--- src/rtl/cpu_pkg.sv ---
// rtl/cpu_pkg.sv - shared opcodes, constants and fetch FSM states for the LEGv8 CPU
package cpu_pkg;

    localparam logic [10:0] OP_HALT  = 11'h7FF;
    localparam logic [5:0]  OP_B     = 6'b000101;
    localparam logic [7:0]  OP_CBZ   = 8'b10110100;
    localparam logic [7:0]  OP_CBNZ  = 8'b10110101;
    localparam logic [31:0] NOP_INST = 32'hD503201F;

    typedef enum logic [1:0] {
        ST_IDLE   = 2'd0,
        ST_REQ    = 2'd1,
        ST_HOLD   = 2'd2,
        ST_HALTED = 2'd3
    } fetch_state_e;

endpackage

--- src/rtl/cpu_branch_target.sv ---
// rtl/cpu_branch_target.sv - combinational branch target adder
//   pc     in  PC_W  address of the branch instruction
//   inst   in  32    branch instruction word
//   branch in  1     1: unconditional B (imm26), 0: CBZ/CBNZ (imm19)
//   target out PC_W  pc + (sign-extended offset << 2), modulo 2^PC_W
module cpu_branch_target #(
    parameter int PC_W = 64
) (
    input  logic [PC_W-1:0] pc,
    input  logic [31:0]     inst,
    input  logic            branch,
    output logic [PC_W-1:0] target
);

    logic [PC_W-1:0] offset;
    logic            unused_inst_bits;

    // Opcode bits and Rt are not part of either offset field.
    assign unused_inst_bits = ^{inst[31:26], inst[4:0]};

    always_comb begin
        offset = '0;
        if (branch) begin
            offset = {{(PC_W-26){inst[25]}}, inst[25:0]};
        end else begin
            offset = {{(PC_W-19){inst[23]}}, inst[23:5]};
        end
        target = pc + {offset[PC_W-3:0], 2'b00};
    end

endmodule

--- src/rtl/cpu_fetch.sv ---
// rtl/cpu_fetch.sv - LEGv8 instruction fetch stage with PC, imem handshake and branch resolve
//   clk, rst_n                       clock, asynchronous active-low reset
//   imem_req/imem_addr               fetch request and address (address is always pc)
//   imem_rdata/imem_ack              instruction word and completion from memory
//   inst/inst31_21/pc/inst_valid     held instruction towards decode
//   inst_ready                       consumer retires the held instruction
//   Branch/BranchZero/BranchNonZero  branch controls of the retiring instruction
//   alu_zero                         ALU zero flag of the retiring instruction
//   halted                           a HALT has retired; fetch stopped until reset
module cpu_fetch
    import cpu_pkg::*;
#(
    parameter int              PC_W     = 64,
    parameter logic [PC_W-1:0] RESET_PC = '0
) (
    input  logic            clk,
    input  logic            rst_n,
    output logic            imem_req,
    output logic [PC_W-1:0] imem_addr,
    input  logic [31:0]     imem_rdata,
    input  logic            imem_ack,
    output logic [31:0]     inst,
    output logic [10:0]     inst31_21,
    output logic [PC_W-1:0] pc,
    output logic            inst_valid,
    input  logic            inst_ready,
    input  logic            Branch,
    input  logic            BranchZero,
    input  logic            BranchNonZero,
    input  logic            alu_zero,
    output logic            halted
);

    fetch_state_e    state_q, state_d;
    logic [PC_W-1:0] pc_q, pc_d;
    logic [31:0]     inst_q, inst_d;
    logic [PC_W-1:0] target;
    logic            taken;

    cpu_branch_target #(
        .PC_W (PC_W)
    ) u_branch_target (
        .pc     (pc_q),
        .inst   (inst_q),
        .branch (Branch),
        .target (target)
    );

    assign taken = Branch | (BranchZero & alu_zero) | (BranchNonZero & ~alu_zero);

    always_comb begin
        state_d = state_q;
        pc_d    = pc_q;
        inst_d  = inst_q;
        case (state_q)
            ST_IDLE: begin
                state_d = ST_REQ;
            end
            ST_REQ: begin
                if (imem_ack) begin
                    inst_d  = imem_rdata;
                    state_d = ST_HOLD;
                end
            end
            ST_HOLD: begin
                if (inst_ready) begin
                    if (inst_q[31:21] == OP_HALT) begin
                        state_d = ST_HALTED;
                    end else begin
                        pc_d    = taken ? target : pc_q + PC_W'(4);
                        state_d = ST_REQ;
                    end
                end
            end
            ST_HALTED: begin
                state_d = ST_HALTED;
            end
            default: begin
                state_d = ST_IDLE;
            end
        endcase
    end

    always_ff @(posedge clk or negedge rst_n) begin
        if (!rst_n) begin
            state_q <= ST_IDLE;
            pc_q    <= RESET_PC;
            inst_q  <= NOP_INST;
        end else begin
            state_q <= state_d;
            pc_q    <= pc_d;
            inst_q  <= inst_d;
        end
    end

    // Handshake outputs decode state only, so reset kills imem_req at once.
    assign imem_req   = (state_q == ST_REQ);
    assign inst_valid = (state_q == ST_HOLD);
    assign halted     = (state_q == ST_HALTED);
    assign imem_addr  = pc_q;
    assign pc         = pc_q;
    assign inst       = inst_q;
    assign inst31_21  = inst_q[31:21];

endmodule

--- config.mk ---
export PLATFORM = sky130hd
export DESIGN_NAME = cpu_fetch
export DESIGN_NICKNAME = d
export VERILOG_FILES = /design/src/rtl/cpu_pkg.sv /design/src/rtl/cpu_branch_target.sv /design/src/rtl/cpu_fetch.sv
export SDC_FILE = /design/constraint.sdc
export NUM_CORES = 1
export LEC_CHECK = 0
export CORE_MARGIN = 2
export CORE_UTILIZATION = 33
export CTS_CLUSTER_DIAMETER = 150
export CTS_CLUSTER_SIZE = 12
export DETAILED_ROUTE_END_ITERATION = 7
export GPL_ROUTABILITY_DRIVEN = 0
export PLACE_DENSITY = 0.6
export SYNTH_ARGS = -nofsm -noshare
export SYNTH_HDL_FRONTEND = slang
export SYNTH_SLANG_ARGS = --single-unit
--- constraint.sdc ---
create_clock -name clk -period 5 [get_ports clk]
set_input_delay 1.5 -clock clk [delete_from_list [all_inputs] [get_ports clk]]
set_output_delay 1.5 -clock clk [all_outputs]
set_load 0.01 [all_outputs]
==> summary.md, run 1 <==
| Metric | Value |
|---|---|
| Slew of the pin with the lowest slew margin | `0.767 ns` |
| Antenna violations before repair | `0` |
| Ranking of synthesized cells by area | `dfrtp_1 (26%), ha_1 (9.7%), buf_4 (7.3%)` |
| Adder-cell share of the synthesized area | `9.95%` |
| Simple logic cell fraction of the synthesized area | `14.6%` |
| Synth unique cells | `61` |
| Placement Setup Slack | `-0.788 ns` |
| Routed via count | `7726` |
| Run status | `finished clean` |
| Power per Cell Area | `581 nW/um^2` |
| Crit path DAT | `5.12 ns` |
| Crit path kind | `in2reg` |
| Wire length per cell | `15.6 um` |
| Ant diodes | `0` |
| Post-synth top cells | `nand2_1 (123), o21ai_0 (85), dfrtp_1 (83)` |
| Worst Path Max Fanout | `5` |
| Detailed Routing Iterations Pass 1 | `5` |
| Share of cells above drive strength 1 | `28.6%` |
| Largest net degree at the start of global routing | `60` |
| Ys Warns | `0` |
| Root buffer cell | `clkbuf_16` |
| H-Tree Depth | `3` |
| FF+latch count, synth | `96` |
| Worst path cell trace | `clkdlybuf4s15_1 -> mux2i_1 -> buf_4 -> nor2_4 -> buf_6 -> a22o_4 -> ha_4 -> and4_4 -> nand3_4 -> a21oi_4 -> buf_6 -> o2111ai_4 -> a2111oi_4 -> o211ai_2 -> a21oi_2 -> a21oi_2 -> or3_4 -> a21o_1 -> nand3_2` |
| Core area | `23500 sq um` |
| Die Ht | `158 um` |
| Latest clock arrival within the worst-skew pair | `0.36 ns` |
| Syn avg cell area | `8.54 sq um` |
| Remaining Overflow, GRT | `0` |
| Die area | `25100 sq um` |
| Peak Freq | `207 MHz` |
| Count leader, synth | `nand2_1` |
| Clock transition at path regs | `0.08 ns` |
| Tot GR Track Use | `19.6%` |
| CTS Hold Buffers Added | `0` |
| Initial Utilization | `33.5%` |
| Max_slew headroom | `48.9%` |
| Crit path required time | `5.29 ns` |
| Final core occ | `51.3%` |
| Crit path capture type | `flip-flop` |
| HPWL Detailed | `19200 um` |
| Final setup violating endpoints | `0` |
| Vias in the first global route | `7704` |
| Final Max Tran Viols | `0` |
| Period minus WS final | `4.83 ns` |
| Synth Area in Compound Gates | `22.8%` |
| CTS Buf Count | `9` |
| First-pass GRT wire length | `38900 um` |
| Leading area contributor after synthesis | `dfrtp_1` |
| Final hold violation count | `0` |
| Clock Sinks | `96` |
| FFs w/ async S/R, synth | `100%` |
| Synth-to-Final Area Change | `53.1%` |
| Remaining antenna violation count | `0` |
| Number of enable flip-flop cells after synthesis | `0` |
| Die W | `158 um` |
| CTS tree | `done` |
| Maxcap violations | `0` |
| Mapped Area | `7870 sq um` |
| Final clock skew | `0.0126 ns` |
| Routed vias/inst | `4.92` |
| R2R setup slack | `1.50 ns` |
| Period utilization | `96.6%` |
| Worst setup SP type | `input port` |
| Site Rows | `56` |
| Hold slack | `0.542 ns` |
| Largest family of logic cells by synthesized area | `compound AO/OA/AOI/OAI gates` |
| Ys flop type | `dfrtp_1` |
| Clock Path Buffers | `2` |
| Drc violations | `0` |
| Crit path largest cell delay | `0.46 ns` |
| Worst VDD drop | `0.000311 V` |
| Post-Synth XOR/XNOR Area | `6.12%` |
| Sequential-to-total area share from yosys stat | `30.7%` |
| Setup_tns | `0 ns` |
| Top-area cell type share of the netlist area | `26.4%` |
| Cells after Synth | `922` |
| Mux cell area share after synthesis | `5.41%` |
| Worst Setup Slack, final | `0.172 ns` |
| Leakage Power | `0.00552 uW` |
| Worst path slowest cell | `a2111oi_4` |
| I/O Buffers | `209` |
| Hold crit path type | `reg2reg` |
| # nets final | `1347` |
| I/O pins | `214` |
| Fillcell total | `2178` |
| Total Wirelength | `24500 um` |
| DRT iter0 DRCs | `318` |
-- area by class of cell --
type / instances / area (sq um) / area share, %
sequential: 96 / 2420 / 20.1
tap: 319 / 399 / 3.31
multi-input combinational: 688 / 5060 / 42.0
clock buffer: 10 / 239 / 1.98
inverter: 17 / 63.8 / 0.530
timing repair buffer: 433 / 3810 / 31.6
clock inverter: 6 / 55.1 / 0.457
-- per-layer routing --
| metal | up-vias | track usage, % | share of wire, % |
|---|---|---|---|
| met2 | 207 | 33.4 | 48 |
| met1 | 3612 | 25.0 | 45 |
| met5 | - | 0 | 0 |
| met4 | 0 | 5.06 | 1.5 |
| met3 | 24 | 4.49 | 5.3 |
| li1 | 3883 | - | - |
-- logic make-up after synthesis --
| group | after synthesis |
|---|---|
| AOI/OAI and AO/OA | 279 |
| xor gates and xnor gates | 55 |
| adders and majority gates | 62 |
| buffers and inverters | 141 |
| DFF | 96 |
| muxes | 38 |
| other | 1 |
| and+or+nand+nor | 250 |
-- stage by stage --
step,cells,area (sq um),power [uW]
after floorplan,925,7890,3770
after global placement,1550,11300,6000
after detailed placement,1550,11300,6050
after CTS,1566,11700,6850
after global routing,1569,12000,7560
final,1569,12000,7000
-- cell usage in the layout (no fill, tap or decap), types with 11 or more instances in the layout --
master	count
buf_4	220
clkdlybuf4s50_1	204
nand2_1	120
dfrtp_1	83
o21ai_0	80
a21oi_1	54
ha_1	46
a21o_1	41
nor2_1	38
mux2_2	36
xnor2_1	33
nand4_1	21
xor2_1	21
inv_1	15
a22o_1	14
dfstp_2	13
o21bai_1	11
ha_4	11
-- power by group --
group	leakage [uW]	switching, uW	internal [uW]
combinational	0.00416	2080	2660
sequential	0.00121	435	1110
clock	0.000146	355	364
total	0.00552	2870	4130
-- worst max-delay path, delay by kind of cell --
family	cells	cell delay (ns)
compound gates	8	1.69
buf+inv	4	0.62
simple gates	5	0.85
fa+ha+maj	1	0.27
mux	1	0.17
-- worst paths after layout --
check,depth (start not counted),from,end
min reg2reg,2,imem_addr[47]$_DFFE_PN0P_,imem_addr[47]$_DFFE_PN0P_
max,19,BranchNonZero,imem_addr[63]$_DFFE_PN0P_
max reg2reg,14,inst[8]$_DFFE_PN0P_,imem_addr[63]$_DFFE_PN0P_
min in group asynchronous,1,rst_n,inst[29]$_DFFE_PN0P_
min,2,imem_addr[47]$_DFFE_PN0P_,imem_addr[47]$_DFFE_PN0P_
max in group asynchronous,2,rst_n,inst[17]$_DFFE_PN1P_
-- state kept, by name, summed over array words and instances (netlist names) --
register,cells
inst,32
state_q,2
imem_addr,62
-- timing repair --
action | 4_1_cts | 5_1_grt
pin swaps | 9 | 26
gates resized for setup | 27 | 53
setup buffers | 0 | 3
setup endpoints to repair | 26 | 23
No activity file was read; power rests on OpenSTA's default activity.
==> run 2: changes to the inputs <==
--- a/config.mk
+++ b/config.mk
@@ -11,7 +11,6 @@
 export CTS_CLUSTER_SIZE = 12
 export DETAILED_ROUTE_END_ITERATION = 7
 export GPL_ROUTABILITY_DRIVEN = 0
-export PLACE_DENSITY = 0.6
 export SYNTH_ARGS = -nofsm -noshare
 export SYNTH_HDL_FRONTEND = slang
 export SYNTH_SLANG_ARGS = --single-unit
==> results of run 2 <==
Same layout as run 1: the final DEF is identical, and so are final timing and power.
==> run 3: changes to the inputs <==
--- a/config.mk
+++ b/config.mk
@@ -11,6 +11,8 @@
 export CTS_CLUSTER_SIZE = 12
 export DETAILED_ROUTE_END_ITERATION = 7
 export GPL_ROUTABILITY_DRIVEN = 0
+export GPL_TIMING_DRIVEN = 0
 export SYNTH_ARGS = -nofsm -noshare
 export SYNTH_HDL_FRONTEND = slang
 export SYNTH_SLANG_ARGS = --single-unit
+export TNS_END_PERCENT = 100
==> run 3 against run 2 <==
  * Clock skew is 0.0019 ns lower
  * Die area did not move
  * Fmax increased by 0.10%
  * Count of clock-buffer cells in the layout fell by 1
  * Setup slack improved by 0.0049 ns
  * Power decreased by 9.8%
  * Critical endpoint is now imem_addr[60]$_DFFE_PN0P_
  * Largest cell class unchanged
  * Largest power group unchanged
==> summary.md, run 3 (synthesis results as in run 1) <==
| Metric | Value |
|---|---|
| Worst VDD drop | `0.000273 V` |
| Final clock skew | `0.0107 ns` |
| Crit path capture type | `flip-flop` |
| CTS Buf Count | `9` |
| Antenna violations before repair | `0` |
| Final setup violating endpoints | `0` |
| Max_slew headroom | `53.4%` |
| Die W | `158 um` |
| Worst path bufs/invs | `4` |
| Multi-input combinational cell area | `5000 sq um` |
| # nets final | `1264` |
| Peak Freq | `207 MHz` |
| Remaining Overflow, GRT | `0` |
| CTS tree | `done` |
| HPWL Detailed | `18200 um` |
| Worst path slowest cell | `a211o_1` |
| Period utilization | `96.5%` |
| Die area | `25100 sq um` |
| Crit path required time | `5.28 ns` |
| FF+latch area | `2420 sq um` |
| R2R setup slack | `1.31 ns` |
| Crit path largest cell delay | `0.39 ns` |
| Wire length per cell | `16.2 um` |
| Core area | `23500 sq um` |
| Hold crit path type | `reg2reg` |
| Worst Path Max Fanout | `7` |
| H-Tree Depth | `3` |
| Final hold violation count | `0` |
| Crit path from | `alu_zero` |
| Drc violations | `0` |
| Routed via count | `7405` |
| Crit path kind | `in2reg` |
| Power per Cell Area | `565 nW/um^2` |
| Clock transition at path regs | `0.08 ns` |
| Most frequent CP cell | `a21oi_4` |
| Crit path DAT | `5.10 ns` |
| Maxcap violations | `0` |
| Max FFs per register | `62` |
| DRT iter0 DRCs | `349` |
| Die Ht | `158 um` |
| Hold depth | `2` |
| Detailed Routing Iterations Pass 1 | `4` |
| Clock Path Buffers | `2` |
| Worst setup SP type | `input port` |
| Root buffer cell | `clkbuf_16` |
| Reg2reg start | `inst[25]$_DFFE_PN0P_` |
| First-pass GRT wire length | `38500 um` |
| Ant diodes | `0` |
| Reg-to-reg endpoint | `imem_addr[63]$_DFFE_PN0P_` |
| Leakage Power | `0.00494 uW` |
| CP top delay family | `compound AO/OA/AOI/OAI gates` |
| Slew of the pin with the lowest slew margin | `0.698 ns` |
| Hold worst-path end | `imem_addr[31]$_DFFE_PN0P_` |
| I/O pins | `214` |
| Largest net degree at the start of global routing | `62` |
| Run status | `finished clean` |
| Period minus WS final | `4.82 ns` |
| Hold slack | `0.548 ns` |
| Total Wirelength | `24000 um` |
| Latest clock arrival within the worst-skew pair | `0.37 ns` |
| Cell count of the worst reg-to-reg path | `13` |
| Most frequent cells in the layout | `clkdlybuf4s50_1 (204), nand2_1 (121), buf_4 (96)` |
| Worst path cell trace | `buf_4 -> mux2i_4 -> nor2_4 -> buf_8 -> a2bb2oi_4 -> ha_4 -> inv_2 -> fa_2 -> nor2b_2 -> o211ai_1 -> a211oi_2 -> o21bai_2 -> a211o_1 -> a21oi_4 -> a21oi_4 -> a21oi_4 -> buf_4 -> o21ai_1 -> xor2_1 -> o21ai_0` |
| Fillcell total | `2241` |
| Routed vias/inst | `4.98` |
| I/O Buffers | `208` |
| Site Rows | `56` |
| Vias in the first global route | `7347` |
| Final Max Tran Viols | `0` |
| Most common library cell in the layout ignoring fill and taps | `clkdlybuf4s50_1` |
| Min-delay src | `imem_addr[31]$_DFFE_PN0P_` |
| Tot Pwr | `6320 uW` |
| RSZ-0062 raised after global routing | `false` |
| Clock Sinks | `96` |
| Tot GR Track Use | `19.6%` |
| Initial Utilization | `33.5%` |
| Synth-to-Final Area Change | `42.1%` |
| Share of cells above drive strength 1 | `18.9%` |
| Remaining antenna violation count | `0` |
run 3: cell count changes in the layout (fill, tap and decap cells not counted), sizes merged:
cell,previous run,this run
dlymetal6s2s,2,0
clkbuf,11,52
clkinvlp,0,1
buf,225,102
nand2,123,124
clkdlybuf4s15,1,0
run 3: cell type report:
type                    instances  share of cell area, %
multi-input cells             689                   44.7
flip-flops and latches         96                   21.6
repair buffers                227                   20.0
plain buffers                 122                   6.84
well taps                     319                   3.57
clock buffers                   9                   2.01
clock inverters                 7                  0.649
inverters                      17                  0.570
run 3: how the worst max path moves through the flow:
stage                                      to  slack [ns]  cells after the start
detailed placement  imem_addr[50]$_DFFE_PN0P_       -1.63                     18
floorplan           imem_addr[62]$_DFFE_PN0P_        0.08                     18
global route        imem_addr[58]$_DFFE_PN0P_        0.02                     19
finish              imem_addr[60]$_DFFE_PN0P_        0.18                     20
global placement    imem_addr[62]$_DFFE_PN0P_       -1.63                     19
CTS                 imem_addr[58]$_DFFE_PN0P_       0.004                     19
run 3: repair_timing:
action,4_1_cts,5_1_grt
buffers inserted,11,6
setup endpoints to repair,44,20
resized for setup,50,33
pin swaps,22,22
hold buffers,0,0
cloned,2,0
run 3: metrics by stage:
step	instance area [sq um]	TNS [ns]	utilization, %	cells	setup slack (ns)
3_5_place_dp	10400	-45.20	44.3	1453	-1.63
4_1_cts	11000	0	47.0	1482	0.00404
5_1_grt	11200	0	47.7	1486	0.0171
2_1_floorplan	7890	0	-	925	0.0780
3_3_place_gp	10400	-165.55	44.2	1452	-1.63
6_report	11200	0	47.7	1486	0.177
run 3: worst register-to-register path, stage by stage, from the launching register on:
cell       delay, ns
dfrtp_1         0.43
nand2_1         0.33
nand2_8         0.22
ha_1            0.34
clkbuf_1        0.27
and3_1          0.25
nand4_1         0.20
a2111oi_4       0.46
o211ai_2        0.21
a21oi_4         0.23
a21oi_2         0.10
or3_4           0.38
o21ai_0         0.08
nand3_1         0.09
run 3: layer usage:
layer	GRT usage, %	vias to the layer above	wire [um]
met4	3.82	0	282
met1	25.1	3457	10800
li1	-	3712	-
met5	0	-	0
met2	33.6	218	11400
met3	5.06	18	1540
run 3: power by group:
group	total, uW	leakage (uW)	internal (uW)	switching [uW]
sequential	1530	0.00121	1110	422
clock	723	0.000144	355	368
combinational	4070	0.00359	2130	1940
total	6320	0.00494	3590	2730
